**config.mk**
```make
export PLATFORM = sky130hd
export DESIGN_NAME = long_inst_scoreboard
export DESIGN_NICKNAME = d
export VERILOG_FILES = /design/src/rtl/lisb_pkg.sv /design/src/rtl/lisb_free_enc.sv /design/src/rtl/long_inst_scoreboard.sv
export SDC_FILE = /design/constraint.sdc
export NUM_CORES = 1
export LEC_CHECK = 0
export ABC_AREA = 1
export BUFFER_PORTS_ARGS = -buffer_cell sky130_fd_sc_hd__buf_2
export CORE_ASPECT_RATIO = 2
export CORE_MARGIN = 1
export CORE_UTILIZATION = 33
export CTS_BUF_LIST = sky130_fd_sc_hd__clkbuf_4 sky130_fd_sc_hd__clkbuf_8 sky130_fd_sc_hd__clkbuf_16
export DETAILED_ROUTE_END_ITERATION = 8
export PLACE_DENSITY = 0.5
export SETUP_SLACK_MARGIN = 0.02
export SYNTH_ARGS = -nofsm -noshare
export SYNTH_HDL_FRONTEND = slang
export SYNTH_SLANG_ARGS = --single-unit
```
**constraint.sdc**
```tcl
create_clock -name clk -period 3.01 [get_ports clk]
set_input_delay 0.1505 -clock clk [delete_from_list [all_inputs] [get_ports clk]]
set_output_delay 0.1505 -clock clk [all_outputs]
set_load 0.01 [all_outputs]
```
**src/rtl/lisb_pkg.sv**
```systemverilog
// Shared definitions for the long-instruction scoreboard.
package lisb_pkg;

  localparam int unsigned LISB_DEPTH      = 8;
  localparam int unsigned LISB_NUM_COMMIT = 2;
  localparam int unsigned REG_ADDR_WIDTH  = 5;

  typedef logic [REG_ADDR_WIDTH-1:0] reg_addr_t;

  // One outstanding long instruction: rd is only meaningful while valid is set.
  typedef struct packed {
    logic      valid;
    reg_addr_t rd;
  } lisb_entry_t;

endpackage

```
**src/rtl/lisb_free_enc.sv**
```systemverilog
// Lowest-index free slot encoder for the long-instruction scoreboard.
module lisb_free_enc #(
  parameter int unsigned DEPTH = 8,
  parameter int unsigned ID_W  = $clog2(DEPTH)
) (
  input  logic [DEPTH-1:0] free_i,
  output logic [ID_W-1:0]  idx_o,
  output logic             found_o
);

  // Scan from the top down so the lowest free index is the last one written.
  always_comb begin
    idx_o   = '0;
    found_o = 1'b0;
    for (int unsigned i = DEPTH; i > 0; i--) begin
      if (free_i[i-1]) begin
        idx_o   = ID_W'(i - 1);
        found_o = 1'b1;
      end
    end
  end

endmodule

```
**src/rtl/long_inst_scoreboard.sv**
```systemverilog
// Scoreboard tracking outstanding long-latency instructions: detects RAW/WAW
// hazards for the issuing instruction, grants entry IDs, retires on commit.
module long_inst_scoreboard
  import lisb_pkg::*;
#(
  parameter int unsigned DEPTH         = LISB_DEPTH,
  parameter int unsigned NUM_COMMIT    = LISB_NUM_COMMIT,
  parameter int unsigned COMMIT_BYPASS = 1,
  parameter int unsigned ID_W          = $clog2(DEPTH)
) (
  input  logic                       clk,
  input  logic                       rst_n,
  input  logic                       alloc_valid_i,
  input  logic [REG_ADDR_WIDTH-1:0]  rd_addr_i,
  input  logic [REG_ADDR_WIDTH-1:0]  rs1_addr_i,
  input  logic [REG_ADDR_WIDTH-1:0]  rs2_addr_i,
  input  logic                       rd_we_i,
  input  logic [NUM_COMMIT-1:0]      commit_valid_i,
  input  logic [NUM_COMMIT*ID_W-1:0] commit_id_i,
  input  logic                       flush_i,
  output logic                       hold_o,
  output logic [ID_W-1:0]            alloc_id_o,
  output logic [ID_W:0]              occ_cnt_o,
  output logic                       full_o,
  output logic                       busy_o,
  output logic                       err_o
);

  lisb_entry_t       ent_q [DEPTH];
  logic [ID_W:0]     occ_q, occ_d;
  logic              err_q;

  logic [DEPTH-1:0]  valid_vec;
  logic [DEPTH-1:0]  commit_hit;
  logic [DEPTH-1:0]  commit_clr;
  logic [DEPTH-1:0]  live_vec;
  logic [ID_W:0]     n_commit;
  logic              err_set;
  logic              raw, waw;
  logic              rd_chk;
  logic              found;
  logic              alloc_go;
  reg_addr_t         rd_store;

  // Flatten entry valid bits for the encoder and commit logic.
  always_comb begin
    valid_vec = '0;
    for (int unsigned i = 0; i < DEPTH; i++) begin
      valid_vec[i] = ent_q[i].valid;
    end
  end

  // Free-slot selection uses start-of-cycle state, so a slot committed this
  // cycle is not handed out until the next one.
  lisb_free_enc #(
    .DEPTH (DEPTH),
    .ID_W  (ID_W)
  ) u_free_enc (
    .free_i  (~valid_vec),
    .idx_o   (alloc_id_o),
    .found_o (found)
  );

  // Decode commit ports into a one-hot-per-entry mask; duplicate IDs merge.
  always_comb begin
    commit_hit = '0;
    for (int unsigned k = 0; k < NUM_COMMIT; k++) begin
      if (commit_valid_i[k]) begin
        commit_hit[commit_id_i[k*ID_W +: ID_W]] = 1'b1;
      end
    end
  end

  assign commit_clr = commit_hit & valid_vec;
  assign err_set    = !flush_i && |(commit_hit & ~valid_vec);
  assign live_vec   = (COMMIT_BYPASS != 0) ? (valid_vec & ~commit_hit) : valid_vec;
  assign rd_chk     = rd_we_i && (rd_addr_i != '0);

  // Count distinct valid entries retired this cycle.
  always_comb begin
    n_commit = '0;
    for (int unsigned i = 0; i < DEPTH; i++) begin
      n_commit = n_commit + (ID_W+1)'(commit_clr[i]);
    end
  end

  // RAW/WAW against live entries; x0 is never checked and stored x0 never matches.
  always_comb begin
    raw = 1'b0;
    waw = 1'b0;
    for (int unsigned i = 0; i < DEPTH; i++) begin
      if (live_vec[i]) begin
        if ((rs1_addr_i != '0) && (ent_q[i].rd == rs1_addr_i)) raw = 1'b1;
        if ((rs2_addr_i != '0) && (ent_q[i].rd == rs2_addr_i)) raw = 1'b1;
        if (rd_chk && (ent_q[i].rd == rd_addr_i))              waw = 1'b1;
      end
    end
  end

  assign full_o    = (occ_q == (ID_W+1)'(DEPTH));
  assign busy_o    = (occ_q != '0);
  assign occ_cnt_o = occ_q;
  assign err_o     = err_q;
  assign hold_o    = alloc_valid_i && !flush_i && (raw || waw || full_o);
  assign alloc_go  = alloc_valid_i && !hold_o && found;
  assign rd_store  = rd_chk ? rd_addr_i : '0;
  assign occ_d     = occ_q - n_commit + (ID_W+1)'(alloc_go);

  // Entry table, occupancy and sticky error; flush overrides alloc and commit.
  always_ff @(posedge clk or negedge rst_n) begin
    if (!rst_n) begin
      for (int unsigned i = 0; i < DEPTH; i++) begin
        ent_q[i] <= '0;
      end
      occ_q <= '0;
      err_q <= 1'b0;
    end else if (flush_i) begin
      for (int unsigned i = 0; i < DEPTH; i++) begin
        ent_q[i] <= '0;
      end
      occ_q <= '0;
    end else begin
      for (int unsigned i = 0; i < DEPTH; i++) begin
        if (alloc_go && (alloc_id_o == ID_W'(i))) begin
          ent_q[i].valid <= 1'b1;
          ent_q[i].rd    <= rd_store;
        end else if (commit_clr[i]) begin
          ent_q[i].valid <= 1'b0;
        end
      end
      occ_q <= occ_d;
      if (err_set) err_q <= 1'b1;
    end
  end

endmodule

```
=== Word level (Yosys, flattened, before mapping) ===
Cells that the tools add are included.

* Output and inout port bits: 11
* Bits in registers: 53

* Reduce and logical (&&, ||, !) cells: 67
* Order comparisons: 4
* Multiplexer cells: 89
* Equality and inequality tests: 32
* Bitwise logic cells: 7
* Add/subtract/negate cells: 9

{| class="wikitable"
|+ Operator list
! cell !! count
|-
| $eq 5x5->1 || 24
|-
| $mux 1 || 66
|-
| $mux 48 || 1
|-
| $mux 5 || 9
|-
| $logic_and 1x1->1 || 40
|-
| $and 8x8->8 || 3
|-
| $mux 3 || 8
|-
| $reduce_bool 3->1 || 8
|-
| $add 4x1->4 || 5
|-
| $mux 8 || 2
|-
| $not 8->8 || 2
|-
| $reduce_bool 2->1 || 8
|-
| $reduce_bool 5->1 || 3
|-
| $eq 3x3->1 const B || 4
|-
| $lt 3x4->1 const B || 2
|-
| $or 8x8->8 || 1
|-
| $reduce_or 8->1 || 1
|-
| $demux 1 s3 || 2
|-
| $eq 3x2->1 const B || 2
|-
| $ge 3x1->1 const B || 2
|-
| $add 3x1->4 || 1
|-
| $eq 4x4->1 const B || 1
|-
| $mux 4 || 1
|-
| $reduce_bool 4->1 || 1
|-
| other kinds (9) || 11
|}

=== Logic depth before layout (Yosys ltp) ===
* Word-level depth: 40
* Depth in mapped cells: 20
* Gate-level depth less buffers: 18

=== Modules after synthesis ===
From an unflattened synthesis, not the netlist that was laid out.

* Cells, all modules: 792
* Area total of the unflattened synthesis: 5137.4 µm²

{| class="wikitable"
|+ Modules (own cells, without submodules)
! module !! cells an instance !! area an instance (µm²) !! instances
|-
| long_inst_scoreboard || 770 || 5038.6 || 1
|-
| lisb_free_enc || 22 || 98.8 || 1
|}

=== Worst setup path before layout ===
OpenSTA, ideal clock, no wires.

* Path kind: reg2reg
* Start: reg ent_q[23] in the netlist's numbering
* End: reg occ_q[3], in the netlist occ_cnt_o[3]
* Library setup time: 0.132 ns
* Required time: 2.878 ns
* Stages on the path, launching flop included: 15
* Path slack: -0.202 ns
* Arrival time: 3.080 ns
* Period minus slack after synthesis: 3.212 ns
* Cells stage by stage: dfrtp_1 -> inv_1 -> nor2_1 -> fa_1 -> inv_1 -> fa_1 -> fa_1 -> inv_1 -> fa_1 -> inv_1 -> ha_1 -> ha_1 -> xnor2_1 -> xnor2_1 -> nor2_1

* Longest elaborated chain between the ends: 19
* Elaborated cells between the ends (all ways): 38

{| class="wikitable"
|+ RTL lines
! item !! RTL line !! RTL
|-
| start: declaration || long_inst_scoreboard.sv:29 || <nowiki>lisb_entry_t ent_q [DEPTH];</nowiki>
|-
| branches (longest 17 deep; another with $add 4x1->4) || n/a ||
|-
| $add 4x1->4 (*) || long_inst_scoreboard.sv:107 || <nowiki>assign occ_d = occ_q - n_commit + (ID_W+1)'(alloc_go);</nowiki>
|-
| $mux 4 (*) || long_inst_scoreboard.sv:117 || <nowiki>end else if (flush_i) begin</nowiki>
|-
| end signal: assignment || long_inst_scoreboard.sv:115 || <nowiki>occ_q <= '0;</nowiki>
|-
| end signal: assignment || long_inst_scoreboard.sv:121 || <nowiki>occ_q <= '0;</nowiki>
|-
| end signal: assignment || long_inst_scoreboard.sv:131 || <nowiki>occ_q <= occ_d;</nowiki>
|-
| end: declaration || long_inst_scoreboard.sv:30 || <nowiki>logic [ID_W:0] occ_q, occ_d;</nowiki>
|}

Every way passes the cells marked *.
A chain may end at the register's enable or synchronous reset.

=== Worst setup path after layout ===
* Start: reg ent_q[11] in the netlist's numbering
* End: reg occ_q[3], in the netlist occ_cnt_o[3]

* Longest elaborated chain between the ends: 13
* Elaborated cells between the ends (all ways): 28

{| class="wikitable"
|+ RTL lines
! item !! RTL line
|-
| branches (longest 11 deep; another with $add 4x1->4) || n/a
|-
| $add 4x1->4 (*) || long_inst_scoreboard.sv:107
|-
| $mux 4 (*) || long_inst_scoreboard.sv:117
|}

Marks and branches as above.

==> results.yml <==
status:
  status: "finished, violations left"
  violations: "hold timing, setup timing"
clock_tree:
  cts_num_sinks: 53
  clk_pin_slew_worst_paths_ns: 0.07
  cts_made_buffers: 5
  cts_hold_buf: 0
  cts_tree: "yes"
  htreeDepth: 2
  clk_latency_ns: 0.31
  cts_buffer_depth: 2
  ctsRootBufferMaster: "clkbuf_16"
final_layout:
  synthToLayoutAreaGrowth_pct: 14.7
  regArea_sq_um: 1330
  fill_cells: 1609
  diodes: 0
  fin_area_sq_um: 5700
  finalNetCount: 813
  final_cell_mix: "nand2_1, nand3_1, nor2_1, xnor2_1, inv_1"
  multi_input_comb_area_sq_um: 3220
  layout-drive-gt1-share: 0.199
  layout_commonest_cell: "nand2_1"
critical_path:
  required_ns: 3.19
  path_cells: "inv_2, nor2_2, fa_2, inv_2, fa_1, fa_2, inv_2, fa_1, inv_2, ha_4, ha_4, xnor2_2, xnor2_1, nor2_1"
  r2r_cells: 14
  r2r_start: "ent_q[11]$_DFFE_PN0P_"
  worst-path-max-fanout: 2
  arrival_ns: 3.29
  cp_top_family: "adder cells"
  cp-start-kind: "flip-flop"
  cpPeakStageDelay_ns: 0.43
  path_class: "flip-flop to flip-flop"
  reg2reg_slack_ns: -0.11
  cp_common_cell: "inv_2"
  crit_path_top_delay_cell: "fa_1"
  r2r-end: "occ_cnt_o[3]$_DFF_PN0_"
  endpoint_kind: "flip-flop"
  crit_buf_inv: 4
logic_synthesis:
  netlist_instances: 720
  ys_ff_latch: 53
  synth_area_sq_um: 4970
  yosys_warnings: 0
  synth_area_per_cell_sq_um: 6.90
  syn-num-nets: 761
  yosysSeqAreaShare: 0.267
  ys_types: 34
timing:
  fin_tns_setup_ns: -0.105
  setup_violations: 1
  drv_slew: 0
  rsz0062_at_grt: "yes"
  fin_ws_ns: -0.105
  slew_headroom: 0.314
  period_share: 1.04
  worst_slew_pin_slew_ns: 1.02
  finalHoldWorstSlack_ns: -0.0150
  finClkSkew_ns: 0.00825
  fmax_ghz: 0.321
  min_period_ns: 3.12
  hold_viol_final: 13
global_routing:
  overflow: 0
  grt_antenna_before_repair: 0
  grt_max_degree: 54
  grt_pass1_wl_microns: 26700
  grt.total_usage: 0.239
  grt_pass1_vias: 4868
floorplanning:
  initial_utilization: 0.337
  fp.dieArea_sq_um: 15600
  die-height_microns: 176
  rows: 63
  coreArea_sq_um: 14700
  io_pins: 39
  die_w_microns: 88.8
drt:
  wl_per_cell_microns: 18.1
  vias: 4868
  dr.pass1.iters: 5
  drtIter0Drc: 296
  detail-route-antenna-nets: 0
  drc: 0
  drt_wl_total_microns: 17500
  vias_per_cell: 5.03
flow_run:
  cap_violations: 0
place:
  hpwl_microns: 13400
  io_buffers: 38
  placed_cell_area_sq_um: 5510
  dp_slack_ns: -0.401
  gp_congestion: 0.890
power_and_ir_drop:
  leakage_uw: 0.00282
  p_total_uw: 1840
  powerDensity_nw_per_um2: 322
  ir_drop_uv: 243
hold_path:
  holdCritPathClass: "input pin to async pin"
## sequential cells by signal (all words and copies together), names as in the netlist
name       flops
ent_q         48
occ_cnt_o      4
err_o          1
## report_power, final
group	internal [uW]	switching [uW]
clock	337	280
combinational	164	305
sequential	727	22.5
## worst max path at each step
stage                                from                endpoint  slack (ns)  cells past startpoint
floorplan                  commit_id_i[4]  occ_cnt_o[3]$_DFF_PN0_       -0.06                     15
global placement           commit_id_i[4]  occ_cnt_o[3]$_DFF_PN0_       -0.38                     15
detailed placement      commit_valid_i[0]  occ_cnt_o[3]$_DFF_PN0_       -0.40                     19
CTS                 ent_q[11]$_DFFE_PN0P_  occ_cnt_o[3]$_DFF_PN0_       -0.12                     14
global route        ent_q[11]$_DFFE_PN0P_  occ_cnt_o[3]$_DFF_PN0_       -0.23                     14
finish              ent_q[11]$_DFFE_PN0P_  occ_cnt_o[3]$_DFF_PN0_       -0.11                     14
## what timing repair did
item                                   4_1_cts  5_1_grt
gates resized for setup                      6        1
setup endpoints to repair                    2        2
endpoints found under the hold margin        0        0
pin swaps                                    6        2
buffers inserted                             1        1
## metal layers
| layer | vias to the layer above | track usage | wire length [microns] | share of wire |
|---|---|---|---|---|
| li1 | 2350 | - | - | - |
| met1 | 2298 | 0.242 | 6010 | 0.34 |
| met2 | 161 | 0.442 | 9590 | 0.55 |
| met3 | 59 | 0.0216 | 776 | 0.044 |
| met4 | 0 | 0.166 | 1120 | 0.064 |
| met5 | - | 0 | 0 | 0 |
## cell usage after synthesis
cell / count / area share
buf_4: 10 / 0.015
nand4_1: 2 / 0.0025
buf_6: 9 / 0.020
nand3b_1: 1 / 0.0015
nand3_2: 10 / 0.020
ha_1: 7 / 0.018
a21boi_4: 1 / 0.0038
nor2_4: 5 / 0.011
a221oi_1: 2 / 0.0035
nand3_1: 107 / 0.11
a31oi_1: 1 / 0.0013
fa_1: 6 / 0.024
nand2_1: 212 / 0.16
nand3_4: 3 / 0.011
o22ai_1: 1 / 0.0013
a21oi_2: 1 / 0.0018
xnor2_1: 66 / 0.12
nor3_1: 7 / 0.0071
inv_2: 18 / 0.014
xor2_1: 27 / 0.048
clkbuf_1: 2 / 0.0015
o21ai_1: 3 / 0.0030
a22o_1: 1 / 0.0018
nand2_4: 1 / 0.0023
inv_1: 67 / 0.051
a21oi_1: 11 / 0.011
or2_2: 2 / 0.0025
o21ai_2: 5 / 0.0088
dfrtp_1: 53 / 0.27
nor2_2: 5 / 0.0063
nor2_1: 68 / 0.051
buf_1: 4 / 0.0030
nor3_2: 1 / 0.0020
nand2_2: 1 / 0.0013
## worst register-to-register path: cells and delay by family, from the launching register on
family,cells,cell delay [ns]
xor+xnor,2,0.26
flops,1,0.39
simple gates,2,0.10
fa+ha+maj,6,1.95
buf+inv,4,0.28
## cell type report
class                      count  share of cell area
clock buffer                   7              0.0257
inverter                      85              0.0591
timing repair buffer          70              0.0755
tap                          195              0.0428
multi-input combinational    557               0.564
sequential                    53               0.233
## kinds of logic after synthesis
| group | synth area share |
|---|---|
| AND/OR/NAND/NOR | 0.387 |
| buffers and inverters | 0.104 |
| XOR/XNOR | 0.164 |
| flip-flops | 0.267 |
| AO/OA/AOI/OAI | 0.0363 |
| adder cells (fa/ha/maj) | 0.0418 |
## metrics by stage
stage	hold slack [ns]	utilization	cells
detailed placement	0.344	0.374	958
CTS	0.0148	0.386	966
floorplan	-0.145	-	720
finish	-0.0150	0.387	967
global route	0.0481	0.387	967
global placement	0.333	0.374	958
Note: power is estimated with default switching activity, not from simulation.
